**src/rtl/bp_pkg.sv**
```systemverilog
// Shared definitions for the sigmoid backward-pass engine: FSM encoding,
// default fixed-point format and the constants derived from it.
package bp_pkg;

  localparam int unsigned DEF_WIDTH = 32;
  localparam int unsigned DEF_FRAC  = 24;

  // 1.0 and the saturation limits in the default format
  localparam logic [DEF_WIDTH-1:0] ONE     = DEF_WIDTH'(1) << DEF_FRAC;
  localparam logic [DEF_WIDTH-1:0] SAT_MAX = {1'b0, {(DEF_WIDTH-1){1'b1}}};
  localparam logic [DEF_WIDTH-1:0] SAT_MIN = {1'b1, {(DEF_WIDTH-1){1'b0}}};

  typedef enum logic [2:0] {
    S_IDLE  = 3'd0,
    S_DERIV = 3'd1,
    S_DELTA = 3'd2,
    S_SCALE = 3'd3,
    S_GRAD  = 3'd4,
    S_BIAS  = 3'd5,
    S_WRITE = 3'd6
  } state_t;

endpackage

```
**src/rtl/fxp_mul.sv**
```systemverilog
// Shared signed fixed-point multiply/subtract unit.
// prod_c = reduce((a * b') >>> FRAC), where b' = cmpl ? reduce(1.0 - b) : b
// diff_c = reduce(c - prod_c)
// BACKPROP_SAT_EN defined: reduce clamps to the WIDTH range; otherwise it
// keeps the low WIDTH bits (two's-complement wrap).
module fxp_mul
  import bp_pkg::*;
#(
  parameter int unsigned WIDTH = DEF_WIDTH,
  parameter int unsigned FRAC  = DEF_FRAC
) (
  input  logic [WIDTH-1:0] a,
  input  logic [WIDTH-1:0] b,
  input  logic [WIDTH-1:0] c,
  input  logic             cmpl,
  output logic [WIDTH-1:0] prod_c,
  output logic [WIDTH-1:0] diff_c
);

  localparam int unsigned PW = 2 * WIDTH;
  localparam logic [WIDTH-1:0] ONE_W = {{(WIDTH-1){1'b0}}, 1'b1} << FRAC;

  // Signed subtraction with width reduction
  function automatic logic [WIDTH-1:0] sub_red(input logic [WIDTH-1:0] x,
                                               input logic [WIDTH-1:0] y);
`ifdef BACKPROP_SAT_EN
    logic [WIDTH:0] s;
    s = {x[WIDTH-1], x} - {y[WIDTH-1], y};
    if (s[WIDTH] != s[WIDTH-1])
      return s[WIDTH] ? {1'b1, {(WIDTH-1){1'b0}}} : {1'b0, {(WIDTH-1){1'b1}}};
    return s[WIDTH-1:0];
`else
    return x - y;
`endif
  endfunction

  // Full-precision signed product, arithmetic shift by FRAC, width reduction
  function automatic logic [WIDTH-1:0] mul_red(input logic signed [WIDTH-1:0] x,
                                               input logic signed [WIDTH-1:0] y);
`ifdef BACKPROP_SAT_EN
    logic signed [PW-1:0] p;
    p = (PW'(x) * PW'(y)) >>> FRAC;
    if (p[PW-1:WIDTH-1] != {(WIDTH+1){p[PW-1]}})
      return p[PW-1] ? {1'b1, {(WIDTH-1){1'b0}}} : {1'b0, {(WIDTH-1){1'b1}}};
    return p[WIDTH-1:0];
`else
    return WIDTH'((PW'(x) * PW'(y)) >>> FRAC);
`endif
  endfunction

  logic [WIDTH-1:0] b_eff;

  // Optional (1.0 - b) operand, product, then dependent subtraction
  always_comb begin
    b_eff  = cmpl ? sub_red(ONE_W, b) : b;
    prod_c = mul_red(a, b_eff);
    diff_c = sub_red(c, prod_c);
  end

endmodule

```
**src/rtl/sigmoid_backprop.sv**
```systemverilog
// Backward pass for one sigmoid neuron: delta, propagated error and
// gradient-descent weight/bias update through one shared fxp_mul.
// Optional build macro: BACKPROP_SAT_EN (saturating arithmetic).
module sigmoid_backprop
  import bp_pkg::*;
#(
  parameter int unsigned NUM   = 3,
  parameter int unsigned WIDTH = DEF_WIDTH,
  parameter int unsigned FRAC  = DEF_FRAC
) (
  input  logic                   clk,
  input  logic                   rst,
  input  logic                   i_start,
  input  logic [WIDTH-1:0]       i_err,
  input  logic [WIDTH-1:0]       i_a,
  input  logic [NUM*WIDTH-1:0]   i_k,
  input  logic [NUM*WIDTH-1:0]   i_w,
  input  logic [WIDTH-1:0]       i_b,
  input  logic [WIDTH-1:0]       i_lr,
  output logic [NUM*WIDTH-1:0]   o_w,
  output logic [WIDTH-1:0]       o_b,
  output logic                   o_wr,
  output logic [WIDTH-1:0]       o_delta,
  output logic [NUM*WIDTH-1:0]   o_dk,
  output logic                   o_busy,
  output logic                   o_done
);

  localparam int unsigned VW = NUM * WIDTH;
  localparam int unsigned IW = (NUM > 1) ? $clog2(NUM) : 1;
  localparam logic [WIDTH-1:0] ONE_W = {{(WIDTH-1){1'b0}}, 1'b1} << FRAC;

  state_t state, state_nxt;

  logic [WIDTH-1:0] err_q, a_q, b_q, lr_q, d_q, g_q;
  logic [VW-1:0]    k_q, w_q;
  logic [IW-1:0]    idx_q;
  logic             sub_q;

  logic [WIDTH-1:0] mul_a, mul_b, mul_c;
  logic             mul_cmpl;
  logic [WIDTH-1:0] prod_c, diff_c;

  fxp_mul #(.WIDTH(WIDTH), .FRAC(FRAC)) u_mul (
    .a      (mul_a),
    .b      (mul_b),
    .c      (mul_c),
    .cmpl   (mul_cmpl),
    .prod_c (prod_c),
    .diff_c (diff_c)
  );

  // State register
  always_ff @(posedge clk) begin
    if (rst) state <= S_IDLE;
    else     state <= state_nxt;
  end

  // Next state and multiplier operand selection
  always_comb begin
    state_nxt = state;
    mul_a     = '0;
    mul_b     = '0;
    mul_c     = '0;
    mul_cmpl  = 1'b0;
    case (state)
      S_IDLE: begin
        if (i_start) state_nxt = S_DERIV;
      end
      S_DERIV: begin
        mul_a     = a_q;
        mul_b     = a_q;
        mul_cmpl  = 1'b1;
        state_nxt = S_DELTA;
      end
      S_DELTA: begin
        mul_a     = err_q;
        mul_b     = d_q;
        state_nxt = S_SCALE;
      end
      S_SCALE: begin
        mul_a     = lr_q;
        mul_b     = o_delta;
        state_nxt = S_GRAD;
      end
      S_GRAD: begin
        if (!sub_q) begin
          mul_a = g_q;
          mul_b = k_q[idx_q*WIDTH +: WIDTH];
          mul_c = w_q[idx_q*WIDTH +: WIDTH];
        end else begin
          mul_a = o_delta;
          mul_b = w_q[idx_q*WIDTH +: WIDTH];
        end
        if (sub_q && (idx_q == IW'(NUM-1))) state_nxt = S_BIAS;
      end
      S_BIAS: begin
        mul_a     = g_q;
        mul_b     = ONE_W;
        mul_c     = b_q;
        state_nxt = S_WRITE;
      end
      S_WRITE: begin
        state_nxt = i_start ? S_DERIV : S_IDLE;
      end
      default: state_nxt = S_IDLE;
    endcase
  end

  // Input capture, per-state result registers and status strobes
  always_ff @(posedge clk) begin
    if (rst) begin
      err_q   <= '0;
      a_q     <= '0;
      b_q     <= '0;
      lr_q    <= '0;
      d_q     <= '0;
      g_q     <= '0;
      k_q     <= '0;
      w_q     <= '0;
      idx_q   <= '0;
      sub_q   <= 1'b0;
      o_w     <= '0;
      o_b     <= '0;
      o_dk    <= '0;
      o_delta <= '0;
      o_wr    <= 1'b0;
      o_done  <= 1'b0;
      o_busy  <= 1'b0;
    end else begin
      case (state)
        S_IDLE, S_WRITE: begin
          if (state_nxt == S_DERIV) begin
            err_q <= i_err;
            a_q   <= i_a;
            b_q   <= i_b;
            lr_q  <= i_lr;
            k_q   <= i_k;
            w_q   <= i_w;
            idx_q <= '0;
            sub_q <= 1'b0;
          end
        end
        S_DERIV: d_q     <= prod_c;
        S_DELTA: o_delta <= prod_c;
        S_SCALE: g_q     <= prod_c;
        S_GRAD: begin
          if (!sub_q) begin
            o_w[idx_q*WIDTH +: WIDTH] <= diff_c;
          end else begin
            o_dk[idx_q*WIDTH +: WIDTH] <= prod_c;
            idx_q <= idx_q + IW'(1);
          end
          sub_q <= ~sub_q;
        end
        S_BIAS:  o_b <= diff_c;
        default: ;
      endcase
      o_busy <= (state_nxt != S_IDLE);
      o_wr   <= (state_nxt == S_WRITE);
      o_done <= (state_nxt == S_WRITE);
    end
  end

endmodule

```
**config.mk**
```make
export PLATFORM = sky130hd
export DESIGN_NAME = sigmoid_backprop
export DESIGN_NICKNAME = d
export VERILOG_FILES = /design/src/rtl/bp_pkg.sv /design/src/rtl/fxp_mul.sv /design/src/rtl/sigmoid_backprop.sv
export SDC_FILE = /design/constraint.sdc
export NUM_CORES = 2
export LEC_CHECK = 0
export CAP_MARGIN = 5
export CORE_MARGIN = 4
export CORE_UTILIZATION = 40
export CTS_CLUSTER_SIZE = 8
export DETAILED_ROUTE_END_ITERATION = 8
export PLACE_DENSITY = 0.67
export REMOVE_ABC_BUFFERS = 1
export SLEW_MARGIN = 20
export SYNTH_ARGS = -nofsm -noshare
export SYNTH_HDL_FRONTEND = slang
export SYNTH_SLANG_ARGS = --single-unit
```
**constraint.sdc**
```tcl
create_clock -name clk -period 14.27 [get_ports clk]
set_clock_uncertainty 0.15 [all_clocks]
set_input_delay 2.1405 -clock clk [delete_from_list [all_inputs] [get_ports clk]]
set_output_delay 2.1405 -clock clk [all_outputs]
set_load 0.1 [all_outputs]
```
======== Word-level counts from Yosys, hierarchy flattened ========
Index checks and enable logic that the tools add are counted.
cells by class
  multipliers ............................. 1
  divide/modulo/power cells ............... 0
  multiplexer cells ....................... 19
  add/sub/neg operators ................... 4
  shifts and indexed selects .............. 5
  order comparisons ....................... 0
  bitwise logic cells ..................... 1
  equality and inequality tests ........... 11
  reduce and logical (&&, ||, !) cells .... 10
operators by type and width
  kind                                                                      number
  32-bit case mux with 5 select lines                                       2
  96-bit bitwise mux                                                        2
  32-bit by 34-bit indexed part select with 96-bit output                   2
  96-bit by 8-bit indexed part select with 32-bit output                    2
  32-bit two-way mux                                                        4
  32-bit by 34-bit variable shift with 96-bit output, first input constant  1
  32-bit case mux with 2 select lines                                       1
  32-bit by 32-bit multiplier with 56-bit output                            1
  7-bit negation with 34-bit output                                         1
  25-bit by 32-bit subtractor with 32-bit output, first input constant      1
  32-bit subtractor                                                         1
  3-bit case mux with 7 select lines                                        1
  3-bit == test, second input constant                                      4
  2-bit AND reduction                                                       4
  3-bit by 1-bit == test with 1-bit output, second input constant           2
  3-bit by 2-bit == test with 1-bit output, second input constant           2
  3-bit two-way mux                                                         2
  2-bit two-way mux                                                         2
  2-bit inequality test, second input constant                              2
  2-bit case mux with 2 select lines                                        1
  3-bit logical NOT                                                         1
  1-bit two-way mux                                                         3
  3-bit AND reduction                                                       1
  3-bit nonzero test                                                        1
  7 further kinds                                                           7
word-level totals
  ROM bits ................................ 0
  latch bits .............................. 0
  memories kept ........................... 0
  bits of input ports ..................... 323
  memory bits (writable) .................. 0
  register bits after elaboration ......... 648
  output and inout bits ................... 259

======== Logic depth before layout (Yosys ltp) ========
  word-level depth ........................ 9
  mapped depth ............................ 66
  mapped depth without buffers ............ 58

======== By module ========
Synthesis repeated with hierarchy kept, for this count alone.
second synthesis, totals
  cells, all modules ...................... 7343
  area total of the unflattened synthesis .. 61584.1 µm²
modules (own cells, without submodules)
  module            area each (µm²)  times used  cells each  seq. area each (µm²)
  fxp_mul           34820.9          1           3920        0.0
  sigmoid_backprop  26763.2          1           3423        12972.4

======== Least setup slack after synthesis ========
Ideal clock, no wire load.
  kind .................................... register to register
  start point ............................. register state[1]
  end point ............................... register o_w[63]
  stages on the path, launching flop included .. 66
  path slack .............................. 187 ps
  path buffers ............................ 8
  setup time .............................. 128 ps
  arrival ................................. 13805 ps
  path through ............................ dfxtp_1 buf_2 clkinv_1 clkbuf_1 clkbuf_1 clkbuf_1 ha_1 nand2_1 clkbuf_1 clkbuf_1 clkbuf_1 o21ai_0 ha_1 o21a_1 nor2b_1 o21a_1 nand3_1 xor2_1 [... 30 more ...] inv_1 ha_1 o21a_1 o21ai_0 nor2_1 o2bb2ai_1 a211oi_1 o21ai_0 a21oi_1 o221a_2 o21ai_0 a21oi_1 o22ai_1 a221oi_1 o21ai_1 xnor3_2 a22oi_1 nor2_1
between the ends
  longest elaborated chain between the ends .. 8
  elaborated cells on any way between the ends .. 16
ends and longest elaborated chain
  item                                                     RTL line                 source
  start: declaration                                       sigmoid_backprop.sv:33   state_t state, state_nxt;
  start signal: assignment                                 sigmoid_backprop.sv:56   else state <= state_nxt;
  3-bit == test, or another cell as far along              sigmoid_backprop.sv:66   case (state)
  32-bit case mux with 5 select lines                      sigmoid_backprop.sv:66
  25-bit by 32-bit subtractor with 32-bit output           fxp_mul.sv:33            return x - y;
  32-bit two-way mux                                       fxp_mul.sv:55            b_eff = cmpl ? sub_red(ONE_W, b) : b;
  32-bit by 32-bit multiplier with 56-bit output           fxp_mul.sv:47            return WIDTH'((PW'(x) * PW'(y)) >>> FRAC);
  32-bit subtractor                                        fxp_mul.sv:33
  32-bit by 34-bit indexed part select with 96-bit output  sigmoid_backprop.sv:149  o_w[idx_q*WIDTH +: WIDTH] <= diff_c;
  96-bit bitwise mux                                       sigmoid_backprop.sv:149
  end signal: indexed assignment                           sigmoid_backprop.sv:149
  end: declaration                                         sigmoid_backprop.sv:20   output logic [NUM*WIDTH-1:0] o_w,
Parallel ways exist; a longest one is shown, timed or not.
A chain may end at the register's enable or synchronous reset.

======== Worst setup path after layout ========
  start point ............................. register state[0]
  end point ............................... register o_w[62]
The elaborated chain is that of the path after synthesis.

==> results.tsv <==
stage	metric	value	unit
global_routing	largest net degree at the start of global routing	222	
setup_path	Critical Path RT	14640	ps
layout	Filler Cell Count	14500	
global_routing	vias in the first global route	55900	
route	via count	54200	
sta	max_slew headroom	13.4	%
layout	Area Overhead vs Synth	19.9	%
sta	hold slack final	300	ps
die	std cell rows	143	
power_and_ir_drop	Clk pwr share	35.4	%
placement	IO buf count	581	
clocking	clock transition at the registers of the reported paths	50	ps
logic_synthesis	Yosys top cell area share	32.0	%
route	# DRC	0	
power_and_ir_drop	Switch Pwr	0.00214	W
global_routing	Overflow after GRT	0	
placement	DP Area	70700	um2
sta	achievable clock frequency	72.6	MHz
setup_path	reg2reg setup slack	500	ps
layout	share of layout cells above drive strength 1	7.92	%
hold_path	Hold WC Path Type	reg2reg	
clocking	Clock Path Buffers	3	
clocking	Root Driver	clkbuf_16	
logic_synthesis	syn avg cell area	8.42	um2
route	DR iter-0 viols	5740	
sta	Setup TNS Final	0	ps
die	Starting Density	40.4	%
die	chip height	400	um
clocking	Sink Count	648	
route	Top Metal Used	met5	
run_status	status	finished clean	
logic_synthesis	Ys Warns	0	
setup_path	CP Max Fanout	27	
setup_path	Worst setup SP type	register	
sta	fin worst setup slack	504	ps
logic_synthesis	top_reg_cell synth	dfxtp_1	
setup_path	CP Capture Type	register	
clocking	CTS buffer count	92	
global_routing	Total GRT Usage	30.5	%
hold_path	Worst Hold Path Cells	2	
power_and_ir_drop	P_int	0.00365	W
layout	NumNets Final	9335	
die	Ports	582	
clocking	H-tree levels	3	
global_routing	initial antenna violation count	14	
power_and_ir_drop	Peak VDD IR	101	uV
route	WL met1	93.2	mm
logic_synthesis	synthesized area	61500	um2
clocking	Clock Latency Late Sink	740	ps
clocking	TritonCTS clock tree	built	
die	Die X	400	um
sta	crit share post-route	96.5	%
logic_synthesis	post-synth cell types	106	
logic_synthesis	largest area contributor in the netlist	fa_1	
power_and_ir_drop	Comb power frac	30.4	%
layout	design area	73700	um2
placement	Setup WS pre-CTS	131	ps
setup_path	FF-to-FF path depth	50	
global_routing	first-pass GRT wire length	363	mm
logic_synthesis	Post-Syn Instances	7304	
logic_synthesis	Synth Register Bits	648	
route	drt first pass iters	6	
route	routed len/inst	24.8	um
clocking	# hold bufs at CTS	0	
die	die area	160000	um2
sta	final hold viol count	0	
job	Max Cap Viol	0	
placement	DPL Wire Length	194	mm
power_and_ir_drop	Seq pwr share	34.2	%
power_and_ir_drop	Switching Share	36.9	%
setup_path	worst setup path class	reg2reg	
sta	Slew @ Worst Pin	1290	ps
sta	# setup viols final	0	
layout	Final Core Density	48.4	%
logic_synthesis	sequential cell area fraction in the yosys report	21.1	%
route	WL met3	28.8	mm
die	core area	152000	um2
setup_path	Critical Path AT	14140	ps
power_and_ir_drop	Power Density	78.6	nW/um2
logic_synthesis	number of synthesized flops with an enable pin	0	
power_and_ir_drop	static leakage	30.8	nW
setup_path	CP peak stage delay	730	ps
logic_synthesis	FFs w/ async S/R, synth	0	%
sta	Slew Limit Fails	0	
route	ANT nets after route	0	
placement	GP Congestion	1.02	
logic_synthesis	top cells by area, synth	fa_1 32%, dfxtp_1 21%, nand2_1 11%	
route	final WL	245	mm
setup_path	Worst path most repeated cell	fa_1	
route	Vias/cell	5.49	
route	routed wl met2	110	mm
sta	fin crit period	13770	ps
setup_path	Critical-path top delay cell	a21oi_2	
## through the flow
| stage | cells | total power (W) |
|---|---|---|
| after global routing | 9871 | 0.00597 |
| final | 9876 | 0.00579 |
| after floorplan | 6820 | 0.00282 |
| after global placement | 9743 | 0.00371 |
| after CTS | 9852 | 0.00576 |
| after detailed placement | 9743 | 0.00371 |
## cells in the final DEF, fill, tap and decap left out, types with 29 or more instances in the layout
| master | instances |
|---|---|
| nand2_1 | 1728 |
| o21ai_0 | 93 |
| a21o_1 | 31 |
| fa_1 | 983 |
| dfxtp_1 | 643 |
| a22oi_1 | 233 |
| nor2_1 | 362 |
| buf_4 | 312 |
| clkdlybuf4s50_1 | 568 |
| nand2b_1 | 43 |
| nand3_1 | 37 |
| and2_1 | 126 |
| ha_1 | 204 |
| a21oi_1 | 558 |
| nor3_1 | 32 |
| a21oi_2 | 29 |
| mux2i_1 | 81 |
| xnor2_1 | 61 |
| inv_1 | 1025 |
| xor2_1 | 32 |
| nor2b_1 | 103 |
| clkbuf_16 | 94 |
## area by class of cell
| type | instances | area [um2] | area share (%) |
|---|---|---|---|
| antenna | 6 | 15.0 | 0.0204 |
| clock buffer | 100 | 2360 | 3.21 |
| clock inverter | 9 | 223 | 0.302 |
| inverter | 1031 | 3870 | 5.25 |
| multi-input combinational | 5141 | 43100 | 58.5 |
| sequential | 648 | 13000 | 17.6 |
| tap | 2030 | 2540 | 3.45 |
| timing repair buffer | 911 | 8600 | 11.7 |
## cell usage after synthesis, types with 17 or more instances
master and instances:
buf_2 24, buf_1 26, mux2_2 20, mux2_1 18, clkbuf_1 416, nor2b_1 105
mux2i_1 83, nor2_1 370, nand2b_1 43, a22oi_1 236, o21ai_0 100, nor3_1 34
inv_1 1025, o22ai_1 23, ha_1 204, nand2_1 1731, xor2_1 33, a211oi_1 26
fa_1 983, dfxtp_1 648, a21o_1 32, nand3_1 37, xnor2_1 61, nand3b_1 17
and2_1 128, a21oi_1 583
## power groups by stage
stage | registers [W] | clock network (W) | logic (W)
floorplan | 0.00203 | 0 | 0.000785
global placement | 0.00201 | 0 | 0.00169
detailed placement | 0.00201 | 0 | 0.00170
CTS | 0.00198 | 0.00207 | 0.00171
global route | 0.00198 | 0.00214 | 0.00184
finish | 0.00198 | 0.00205 | 0.00176
## worst max-delay path: cells and delay by family, from the launching register on
kind / cells / cell delay [ps]
AOI/OAI and AO/OA: 20 / 4760
xor gates and xnor gates: 2 / 590
adders and majority gates: 11 / 4940
buffers and inverters: 12 / 2260
DFF: 1 / 460
and+or+nand+nor: 5 / 420
## timing repair
item,in CTS,in global routing
hold endpoints to repair,0,0
setup buffers,0,16
setup endpoints to repair,0,44
resized for setup,0,45
## registers in the layout, summed over array words and instances, names as in the netlist
| register | count |
|---|---|
| d_q | 32 |
| idx_q | 2 |
| sub_q | 1 |
| o_busy | 1 |
| a_q | 32 |
| g_q | 32 |
| state | 3 |
| o_b | 32 |
| o_dk | 96 |
| b_q | 32 |
| o_w | 96 |
| err_q | 32 |
| k_q | 96 |
| o_delta | 32 |
| w_q | 96 |
| lr_q | 32 |
| o_done | 1 |
## cell families after synthesis
family	after synthesis	synth area share [%]
AOI/OAI and AO/OA	1180	12.0
xor gates and xnor gates	103	1.64
adders and majority gates	1188	36.2
buffers and inverters	1515	9.50
DFF	648	21.1
muxes	124	2.12
and+or+nand+nor	2546	17.5
## per-layer routing
layer,vias to the layer above,track usage (%)
li1,23800,-
met1,27200,37.9
met2,2684,47.9
met3,518,10.9
met4,18,13.2
met5,-,0
## path summary, 6_finish.rpt
path	startpoint	end
worst min register to register	err_q[1]$_SDFFE_PP0P_	err_q[1]$_SDFFE_PP0P_
worst min-delay path	err_q[1]$_SDFFE_PP0P_	err_q[1]$_SDFFE_PP0P_
worst max-delay path	state[0]$_SDFF_PP0_	o_w[62]$_SDFFE_PP0P_
worst max register to register	state[0]$_SDFF_PP0_	o_w[62]$_SDFFE_PP0P_
No activity file was read; power rests on OpenSTA's default activity.
